[src/rtl/regpair_pkg.sv]
// Shared constants for the register-pair sequencer: op codes, pair codes,
// register indices and the sequencer state encoding.
package regpair_pkg;

  localparam logic [1:0] OP_INX  = 2'b00;
  localparam logic [1:0] OP_DCX  = 2'b01;
  localparam logic [1:0] OP_LXI  = 2'b10;
  localparam logic [1:0] OP_XCHG = 2'b11;

  localparam logic [1:0] PAIR_BC = 2'b00;
  localparam logic [1:0] PAIR_DE = 2'b01;
  localparam logic [1:0] PAIR_HL = 2'b10;
  localparam logic [1:0] PAIR_SP = 2'b11;

  localparam logic [2:0] REG_B   = 3'd0;
  localparam logic [2:0] REG_C   = 3'd1;
  localparam logic [2:0] REG_D   = 3'd2;
  localparam logic [2:0] REG_E   = 3'd3;
  localparam logic [2:0] REG_H   = 3'd4;
  localparam logic [2:0] REG_L   = 3'd5;
  localparam logic [2:0] REG_SPH = 3'd6;
  localparam logic [2:0] REG_SPL = 3'd7;

  typedef enum logic [3:0] {
    S_IDLE, S_RDA, S_CPA, S_RDB, S_CPB, S_WR0, S_WR1, S_WR2, S_WR3, S_DONE
  } state_t;

endpackage

[src/rtl/regpair_decode.sv]
// Maps a 2-bit pair code to the register indices of its high and low byte.
module regpair_decode
  import regpair_pkg::*;
#(
  parameter int REGBIT = 3
) (
  input  logic [1:0]        pair,
  output logic [REGBIT-1:0] hi_idx,
  output logic [REGBIT-1:0] lo_idx
);

  always_comb begin
    hi_idx = REGBIT'(REG_B);
    lo_idx = REGBIT'(REG_C);
    case (pair)
      PAIR_BC: begin hi_idx = REGBIT'(REG_B);   lo_idx = REGBIT'(REG_C);   end
      PAIR_DE: begin hi_idx = REGBIT'(REG_D);   lo_idx = REGBIT'(REG_E);   end
      PAIR_HL: begin hi_idx = REGBIT'(REG_H);   lo_idx = REGBIT'(REG_L);   end
      default: begin hi_idx = REGBIT'(REG_SPH); lo_idx = REGBIT'(REG_SPL); end
    endcase
  end

endmodule

[src/rtl/regpair_sequencer.sv]
// Multi-cycle INX/DCX/LXI/XCHG sequencer driving the 8-bit register file ports.
// XCHG support is built only when REGPAIR_XCHG_EN is defined.
module regpair_sequencer
  import regpair_pkg::*;
#(
  parameter int DATASIZE = 8,
  parameter int REGBIT   = 3
) (
  input  logic                  clk,
  input  logic                  rst,
  input  logic                  go,
  input  logic [1:0]            op,
  input  logic [1:0]            pair,
  input  logic [2*DATASIZE-1:0] imm,
  output logic                  busy,
  output logic                  done,
  output logic [2*DATASIZE-1:0] result,
  output logic                  rf_wrenb,
  output logic [REGBIT-1:0]     rf_waddr,
  output logic [DATASIZE-1:0]   rf_wdata,
  output logic                  rf_r1enb,
  output logic [REGBIT-1:0]     rf_r1add,
  output logic                  rf_r2enb,
  output logic [REGBIT-1:0]     rf_r2add,
  input  logic [DATASIZE-1:0]   rf_r1dat,
  input  logic [DATASIZE-1:0]   rf_r2dat,
  output state_t                dbg_state
);

  localparam int PW = 2 * DATASIZE;

  state_t                state, state_next;
  logic [1:0]            op_q, pair_q;
  logic [PW-1:0]         imm_q, newval;
  logic [DATASIZE-1:0]   a_hi, a_lo;
`ifdef REGPAIR_XCHG_EN
  logic [DATASIZE-1:0]   b_hi, b_lo;
`endif
  logic [REGBIT-1:0]     hi_idx, lo_idx;
  logic [REGBIT-1:0]     waddr_q, r1add_q, r2add_q;
  logic [DATASIZE-1:0]   wdata_q;

  regpair_decode #(.REGBIT(REGBIT)) u_decode (
    .pair   (pair_q),
    .hi_idx (hi_idx),
    .lo_idx (lo_idx)
  );

  assign busy      = (state != S_IDLE);
  assign done      = (state == S_DONE);
  assign dbg_state = state;

  // For XCHG the value reported is the old DE, which becomes the new HL.
  always_comb begin
    newval = {a_hi, a_lo};
    case (op_q)
      OP_INX:  newval = {a_hi, a_lo} + PW'(1);
      OP_DCX:  newval = {a_hi, a_lo} - PW'(1);
      OP_LXI:  newval = imm_q;
      default: newval = {a_hi, a_lo};
    endcase
  end

  always_ff @(posedge clk) begin
    if (rst) state <= S_IDLE;
    else     state <= state_next;
  end

  // Port addresses and write data keep their last value outside their states.
  always_comb begin
    state_next = state;
    rf_wrenb   = 1'b0;
    rf_r1enb   = 1'b0;
    rf_r2enb   = 1'b0;
    rf_waddr   = waddr_q;
    rf_wdata   = wdata_q;
    rf_r1add   = r1add_q;
    rf_r2add   = r2add_q;
    case (state)
      S_IDLE: begin
        if (go) begin
          case (op)
            OP_LXI:  state_next = S_WR0;
`ifdef REGPAIR_XCHG_EN
            OP_XCHG: state_next = S_RDA;
`else
            OP_XCHG: state_next = S_DONE;
`endif
            default: state_next = S_RDA;
          endcase
        end
      end
      S_RDA: begin
        rf_r1enb   = 1'b1;
        rf_r2enb   = 1'b1;
        rf_r1add   = hi_idx;
        rf_r2add   = lo_idx;
`ifdef REGPAIR_XCHG_EN
        if (op_q == OP_XCHG) begin
          rf_r1add = REGBIT'(REG_D);
          rf_r2add = REGBIT'(REG_E);
        end
`endif
        state_next = S_CPA;
      end
      S_CPA: begin
        state_next = S_WR0;
`ifdef REGPAIR_XCHG_EN
        if (op_q == OP_XCHG) state_next = S_RDB;
`endif
      end
`ifdef REGPAIR_XCHG_EN
      S_RDB: begin
        rf_r1enb   = 1'b1;
        rf_r2enb   = 1'b1;
        rf_r1add   = REGBIT'(REG_H);
        rf_r2add   = REGBIT'(REG_L);
        state_next = S_CPB;
      end
      S_CPB: state_next = S_WR0;
`endif
      S_WR0: begin
        rf_wrenb   = 1'b1;
        rf_waddr   = lo_idx;
        rf_wdata   = newval[DATASIZE-1:0];
`ifdef REGPAIR_XCHG_EN
        if (op_q == OP_XCHG) begin
          rf_waddr = REGBIT'(REG_D);
          rf_wdata = b_hi;
        end
`endif
        state_next = S_WR1;
      end
      S_WR1: begin
        rf_wrenb   = 1'b1;
        rf_waddr   = hi_idx;
        rf_wdata   = newval[PW-1:DATASIZE];
        state_next = S_DONE;
`ifdef REGPAIR_XCHG_EN
        if (op_q == OP_XCHG) begin
          rf_waddr   = REGBIT'(REG_E);
          rf_wdata   = b_lo;
          state_next = S_WR2;
        end
`endif
      end
`ifdef REGPAIR_XCHG_EN
      S_WR2: begin
        rf_wrenb   = 1'b1;
        rf_waddr   = REGBIT'(REG_H);
        rf_wdata   = a_hi;
        state_next = S_WR3;
      end
      S_WR3: begin
        rf_wrenb   = 1'b1;
        rf_waddr   = REGBIT'(REG_L);
        rf_wdata   = a_lo;
        state_next = S_DONE;
      end
`endif
      S_DONE:  state_next = S_IDLE;
      default: state_next = S_IDLE;
    endcase
  end

  always_ff @(posedge clk) begin
    if (rst) begin
      op_q    <= '0;
      pair_q  <= '0;
      imm_q   <= '0;
      a_hi    <= '0;
      a_lo    <= '0;
`ifdef REGPAIR_XCHG_EN
      b_hi    <= '0;
      b_lo    <= '0;
`endif
      waddr_q <= '0;
      wdata_q <= '0;
      r1add_q <= '0;
      r2add_q <= '0;
      result  <= '0;
    end else begin
      waddr_q <= rf_waddr;
      wdata_q <= rf_wdata;
      r1add_q <= rf_r1add;
      r2add_q <= rf_r2add;
      if (state == S_IDLE && go) begin
        op_q   <= op;
        pair_q <= pair;
        imm_q  <= imm;
      end
      if (state == S_CPA) begin
        a_hi <= rf_r1dat;
        a_lo <= rf_r2dat;
      end
`ifdef REGPAIR_XCHG_EN
      if (state == S_CPB) begin
        b_hi <= rf_r1dat;
        b_lo <= rf_r2dat;
      end
`endif
      // Only a completed write sequence updates result; IDLE->DONE leaves it.
      if (state_next == S_DONE && state != S_IDLE) result <= newval;
    end
  end

endmodule

[config.mk]
export PLATFORM = sky130hd
export DESIGN_NAME = regpair_sequencer
export DESIGN_NICKNAME = d
export VERILOG_FILES = /design/src/rtl/regpair_pkg.sv /design/src/rtl/regpair_decode.sv /design/src/rtl/regpair_sequencer.sv
export SDC_FILE = /design/constraint.sdc
export NUM_CORES = 1
export LEC_CHECK = 0
export CORE_ASPECT_RATIO = 0.5
export CORE_MARGIN = 4
export CORE_UTILIZATION = 40
export CTS_CLUSTER_DIAMETER = 80
export DETAILED_ROUTE_END_ITERATION = 7
export HOLD_SLACK_MARGIN = 0.06
export PLACE_DENSITY_LB_ADDON = 0.08
export SETUP_SLACK_MARGIN = 0.02
export SLEW_MARGIN = 20
export SYNTH_ARGS = -nofsm -noshare
export SYNTH_HDL_FRONTEND = slang
export SYNTH_HIERARCHICAL = 1
export SYNTH_SLANG_ARGS = --single-unit
[constraint.sdc]
create_clock -name clk -period 4.4 [get_ports clk]
set_clock_uncertainty 0.15 [all_clocks]
set_input_delay 1.1 -clock clk [delete_from_list [all_inputs] [get_ports clk]]
set_output_delay 1.1 -clock clk [all_outputs]
set_load 0.005 [all_outputs]
==> results of run 1 <==
-- kinds of logic (layout without fill, tap and decap cells) --
logic type | Yosys count | in the layout
buffers and inverters | 62 | 141
xor gates and xnor gates | 11 | 11
muxes | 18 | 18
other | 2 | 2
adders and majority gates | 3 | 3
AOI/OAI and AO/OA | 136 | 136
DFF | 73 | 73
and+or+nand+nor | 242 | 242
-- worst max path at each step --
stage / from / to / slack (ns)
after floorplan: op_q[1] / rf_wdata[6] / 0.56
after global placement: op_q[1] / rf_wdata[6] / 0.29
after detailed placement: op_q[1] / rf_wdata[6] / 0.34
after CTS: a_lo[6] / rf_wdata[4] / 0.01
after global routing: op_q[1] / rf_wdata[4] / -0.06
final: a_lo[4] / rf_wdata[4] / 0.07
-- routing by layer --
metal | wire length [um] | vias up | GRT usage
li1 | - | 2067 | -
met1 | 7000 | 1982 | 0.348
met2 | 5270 | 128 | 0.317
met3 | 1020 | 12 | 0.0669
met4 | 104 | 0 | 0.0461
met5 | 0 | - | 0
-- power groups by stage --
stage               combinational, mW  clock (mW)  sequential, mW
finish                          0.329       0.776           0.712
global route                    0.359       0.820           0.715
CTS                             0.315       0.798           0.711
detailed placement              0.311           0           0.725
global placement                0.310           0           0.725
floorplan                       0.194           0           0.713
-- critical path: stages, from the launching register on --
cell	delay, ns
dfxtp_2	0.38
or3_1	0.47
or3_1	0.43
a2111oi_4	0.39
xnor2_1	0.19
a21oi_2	0.08
o221ai_2	0.25
nand2_1	0.09
clkdlybuf4s50_1	0.45
-- flip-flops by register name, indices dropped and copies added, names as in the netlist --
name       count
imm_q         16
result        16
a_hi           8
a_lo           8
wdata_q        8
dbg_state      4
r1add_q        3
r2add_q        3
waddr_q        3
op_q           2
pair_q         2
-- what timing repair did --
item / in CTS / in global routing
setup buffers: 4 / 3
hold endpoints to repair: 0 / 0
setup endpoints to repair: 4 / 8
resized for setup: 3 / 22
pin swaps: 2 / 6
-- metrics by stage --
stage / instances / TNS, ns
floorplan: 547 / 0
global placement: 738 / 0
detailed placement: 738 / 0
CTS: 758 / 0
global route: 761 / -0.112
finish: 761 / 0
-- cells in the mapped netlist (all sizes together), types with 3 or more instances --
cell    count  area share
nand2     127        0.12
dfxtp      73        0.36
a21oi      70       0.087
clkbuf     40       0.037
nor2       28       0.026
nand3      16       0.020
nor3       16       0.020
a31oi      13       0.021
buf        12       0.019
inv        10      0.0098
mux2       10       0.028
nor2b      10       0.015
or3        10       0.015
nor4        9       0.014
mux2i       8       0.020
xnor2       8       0.017
a211oi      7       0.015
o211ai      7       0.013
o21ai       7      0.0086
nand2b      5      0.0083
a22oi       4      0.0074
o221ai      4       0.010
and3        3      0.0046
ha          3      0.0092
or4         3      0.0055
xor2        3      0.0064
-- cell type report --
cell class	count	area share
clock buffers	10	0.0434
clock inverters	6	0.0136
inverters	10	0.00727
multi-input cells	412	0.443
flip-flops and latches	73	0.266
well taps	135	0.0307
repair buffers	115	0.196
==> impl_metrics.ini, run 1 <==
[power]
leakagePower_nw = 2.02
peakVddDrop_mv = 0.205
internal_power_mw = 1.30
p_sw_mw = 0.522
clock_power_share = 0.427
power_frac_seq = 0.392
power_mw = 1.82
power_density_mw_per_mm2 = 330
swShare = 0.287
pwr-share-comb = 0.181

[timing]
setup-violations-final = 0
worst_slack_ns = 0.0734
worst_pin_slew_ns = 0.850
period_needed_ns = 4.33
maxSlewHeadroom = 0.432
rsz0062_at_grt = true
hold_viol_final = 0
slew_violations = 0
min_period_over_period = 0.983
fmax_ghz = 0.231
hold_ws_ns = 0.304

[clocking]
numCtsBuffers = 9
cts-htree-levels = 3
clock_sinks = 73
clk_latency_ns = 0.35
cts_hold_buf = 0
cts_tree = done
clkTransAtPathRegs_ns = 0.06
clockBufferDepth = 2
root_buffer = clkbuf_16

[synth]
yosysSeqAreaShare = 0.358
synth.cell_area_sq_mm = 0.00408
syn_area_per_cell_sq_um = 7.45
synth-seq-cells = 73
yosys.area_share.simple = 0.274
synth_xor_area_frac = 0.0236
synthCells = 547
synth_flop_cell = dfxtp_1
synth_edf_count = 0
synth_compound_area_frac = 0.219
yosys.area_share.adder = 0.00921
synth_top_family_by_area = simple AND/OR/NAND/NOR gates
syn-num-nets = 589
synthArstFlopShare = 0
synth_mux_area_frac = 0.0473
yosys_warnings = 6
synth_cell_types = 64

[global_route]
grt_max_degree = 35
grt-ovfl-total = 0
grt_pass1_wl_um = 21300
grt_pass1_vias = 4009
antenna_found_initial = 0
grt_util_all_layers = 0.229

[drt]
dr.pass1.iters = 4
antenna_left = 0
drt_first_iter_violations = 257
num_vias = 4189
drt-vias-per-instance = 5.50
wire_per_inst_um = 17.6
routed_wl_um = 13400
drc = 0

[critical_path]
r2r-end = wdata_q[6]
r2r-start = op_q[1]
criticalPathCategory = flip-flop to output port
reg2reg_depth = 12
critPathCaptureType = output port
critical_path_required_ns = 3.15
r2r_slack_ns = 1.68
start_kind = flip-flop
worst-path-max-fanout = 12
crit_arrival_ns = 3.08

[finish]
seqCellArea_sq_mm = 0.00146
multi_input_area_sq_mm = 0.00244
drive_gt1_frac = 0.149
finish.utilization = 0.568
final_common_cell = nand2_1
final_nets = 663
finalInstanceArea_sq_mm = 0.00551
fillers = 938
final_cell_mix = 127 x nand2_1, 78 x clkdlybuf4s50_1, 71 x dfxtp_1
areaGrowthSynthToFinish_pct = 35.1
antenna-diode-count = 0

[hold_path]
min_to = imm_q[4]
hold_depth = 2
min_path_type = flip-flop to flip-flop
min_from = imm_q[4]

[floorplanning]
dieArea_sq_mm = 0.0120
std_cell_rows = 25
dieWidth_um = 151
fp.dieH_um = 79.4
io_pins = 81
core-area_sq_mm = 0.00970
initial_core_util = 0.421

[placed_design]
io_buffers = 80
place_area_sq_mm = 0.00502
gp_congestion = 0.939
dp_slack_ns = 0.343
dp_hpwl_um = 9380

[status]
status = complete, no violations

[run]
drv_cap = 0
No activity file was read; power rests on OpenSTA's default activity.
==> inputs of run 2 (changes only) <==
--- a/config.mk
+++ b/config.mk
@@ -7,7 +7,7 @@
 export LEC_CHECK = 0
 export CORE_ASPECT_RATIO = 0.5
 export CORE_MARGIN = 4
-export CORE_UTILIZATION = 40
+export CORE_UTILIZATION = 50
 export CTS_CLUSTER_DIAMETER = 80
 export DETAILED_ROUTE_END_ITERATION = 7
 export HOLD_SLACK_MARGIN = 0.06
==> constraint.sdc (replaced) <==
create_clock -name clk -period 5.1 [get_ports clk]
set_clock_uncertainty 0.15 [all_clocks]
set_input_delay 1.275 -clock clk [delete_from_list [all_inputs] [get_ports clk]]
set_output_delay 1.275 -clock clk [all_outputs]
set_load 0.005 [all_outputs]
==> impl_metrics.ini, run 2 (synthesized netlist as in run 1, its figures left out) <==
[run]
drv_cap = 0

[clocking]
cts-htree-levels = 3
clockBufferDepth = 2
clk_latency_ns = 0.33
post_cts_resized = 0
clock_sinks = 73
cts_hold_buf = 0
clkTransAtPathRegs_ns = 0.05
postCtsSetupBuffers = 0
numCtsBuffers = 9
root_buffer = clkbuf_16
cts_tree = done

[drt]
wire_per_inst_um = 17.3
drt-vias-per-instance = 5.89
antenna_left = 0
drc = 0
routed_wl_um = 12200
num_vias = 4152
drt_first_iter_violations = 686
dr.pass1.iters = 6

[finish]
fin_cells = 705
final_nets = 636
top_regs = imm_q (16), result (16)
areaGrowthSynthToFinish_pct = 26.4
multi_input_area_sq_mm = 0.00235
antenna-diode-count = 0
drive_gt1_frac = 0.0787
fillers = 704
final_common_cell = nand2_1
final_cell_mix = 127 x nand2_1, 79 x clkdlybuf4s50_1, 73 x dfxtp_1
seqCellArea_sq_mm = 0.00146

[global_route]
grt_pass1_vias = 3703
grt_pass1_wl_um = 19400
grt-ovfl-total = 0
grt_util_all_layers = 0.253
antenna_found_initial = 0
grt_max_degree = 49

[hold_path]
min_path_type = flip-flop to flip-flop

[power]
power_mw = 1.53
leakagePower_nw = 1.84
peakVddDrop_mv = 0.175
power_density_mw_per_mm2 = 296

[floorplanning]
io_pins = 81
core-area_sq_mm = 0.00762
fp.dieH_um = 71.9
initial_core_util = 0.535
dieWidth_um = 136
std_cell_rows = 22
dieArea_sq_mm = 0.00975

[critical_path]
crit_path_start = op_q[0]
criticalPathCategory = flip-flop to output port
r2r_slack_ns = 2.20
worst-path-max-fanout = 9
critPathCaptureType = output port
r2r-start = op_q[0]
critical_path_required_ns = 3.67
reg2reg_depth = 10
r2r-end = wdata_q[6]
crit_end = rf_wdata[6]
crit_arrival_ns = 3.37
start_kind = flip-flop

[timing]
period_needed_ns = 4.80
hold_viol_final = 0
worst_slack_ns = 0.303
setup-violations-final = 0
maxSlewHeadroom = 0.345
fmax_ghz = 0.208
slew_violations = 0
worst_pin_slew_ns = 0.978
tns_ns = 0
min_period_over_period = 0.941
rsz0062_at_grt = false

[placed_design]
io_buffers = 80
gp_congestion = 0.999
dp_hpwl_um = 8640
dp_slack_ns = 0.658
numPlacedInstances = 691

[status]
status = complete, no violations
## run 2: area by class of cell
type / instances / share of cell area
clock inverters: 5 / 0.0158
flip-flops and latches: 73 / 0.284
clock buffers: 9 / 0.0437
repair buffers: 88 / 0.166
inverters: 10 / 0.00777
well taps: 108 / 0.0262
multi-input cells: 412 / 0.457
## run 2: per-layer routing
metal / up-vias / share of wire / track usage
met5: - / 0 / 0
met1: 1903 / 0.47 / 0.376
met2: 217 / 0.40 / 0.346
met3: 22 / 0.12 / 0.0898
met4: 0 / 0.010 / 0.0592
li1: 2010 / - / -
## run 2: worst min-delay path by stage
stage                endpoint      start  slack (ns)  cells past startpoint
floorplan            imm_q[0]   imm_q[0]        0.28                      2
global placement    result[6]  result[6]        0.29                      2
detailed placement  imm_q[15]  imm_q[15]        0.29                      2
CTS                 imm_q[15]  imm_q[15]        0.30                      2
global route         imm_q[0]   imm_q[0]        0.32                      2
finish              imm_q[15]  imm_q[15]        0.30                      2
## run 2: worst max-delay path, stage by stage (launching register included)
cell	delay [ns]
dfxtp_1	0.52
nand2b_2	0.11
xnor2_1	0.15
ha_1	0.28
nor2_1	0.08
a41oi_1	0.42
nor4_1	0.14
or4b_1	0.49
nand3_1	0.15
a221o_1	0.17
clkdlybuf4s50_1	0.52
## run 2: per-stage QoR
stage	area (sq um)	utilization	hold WS, ns
floorplan	4080	-	0.282
global placement	4840	0.635	0.291
detailed placement	4840	0.635	0.295
CTS	5150	0.675	0.302
global route	5150	0.676	0.321
finish	5150	0.676	0.300
## run 2: power by group
group          internal (mW)  leakage, nW  total, mW  switching, mW
Combinational          0.110         1.10      0.249          0.140
Sequential             0.593        0.592      0.621         0.0277
Clock                  0.423        0.148      0.656          0.233
Total                   1.13         1.84       1.53          0.400
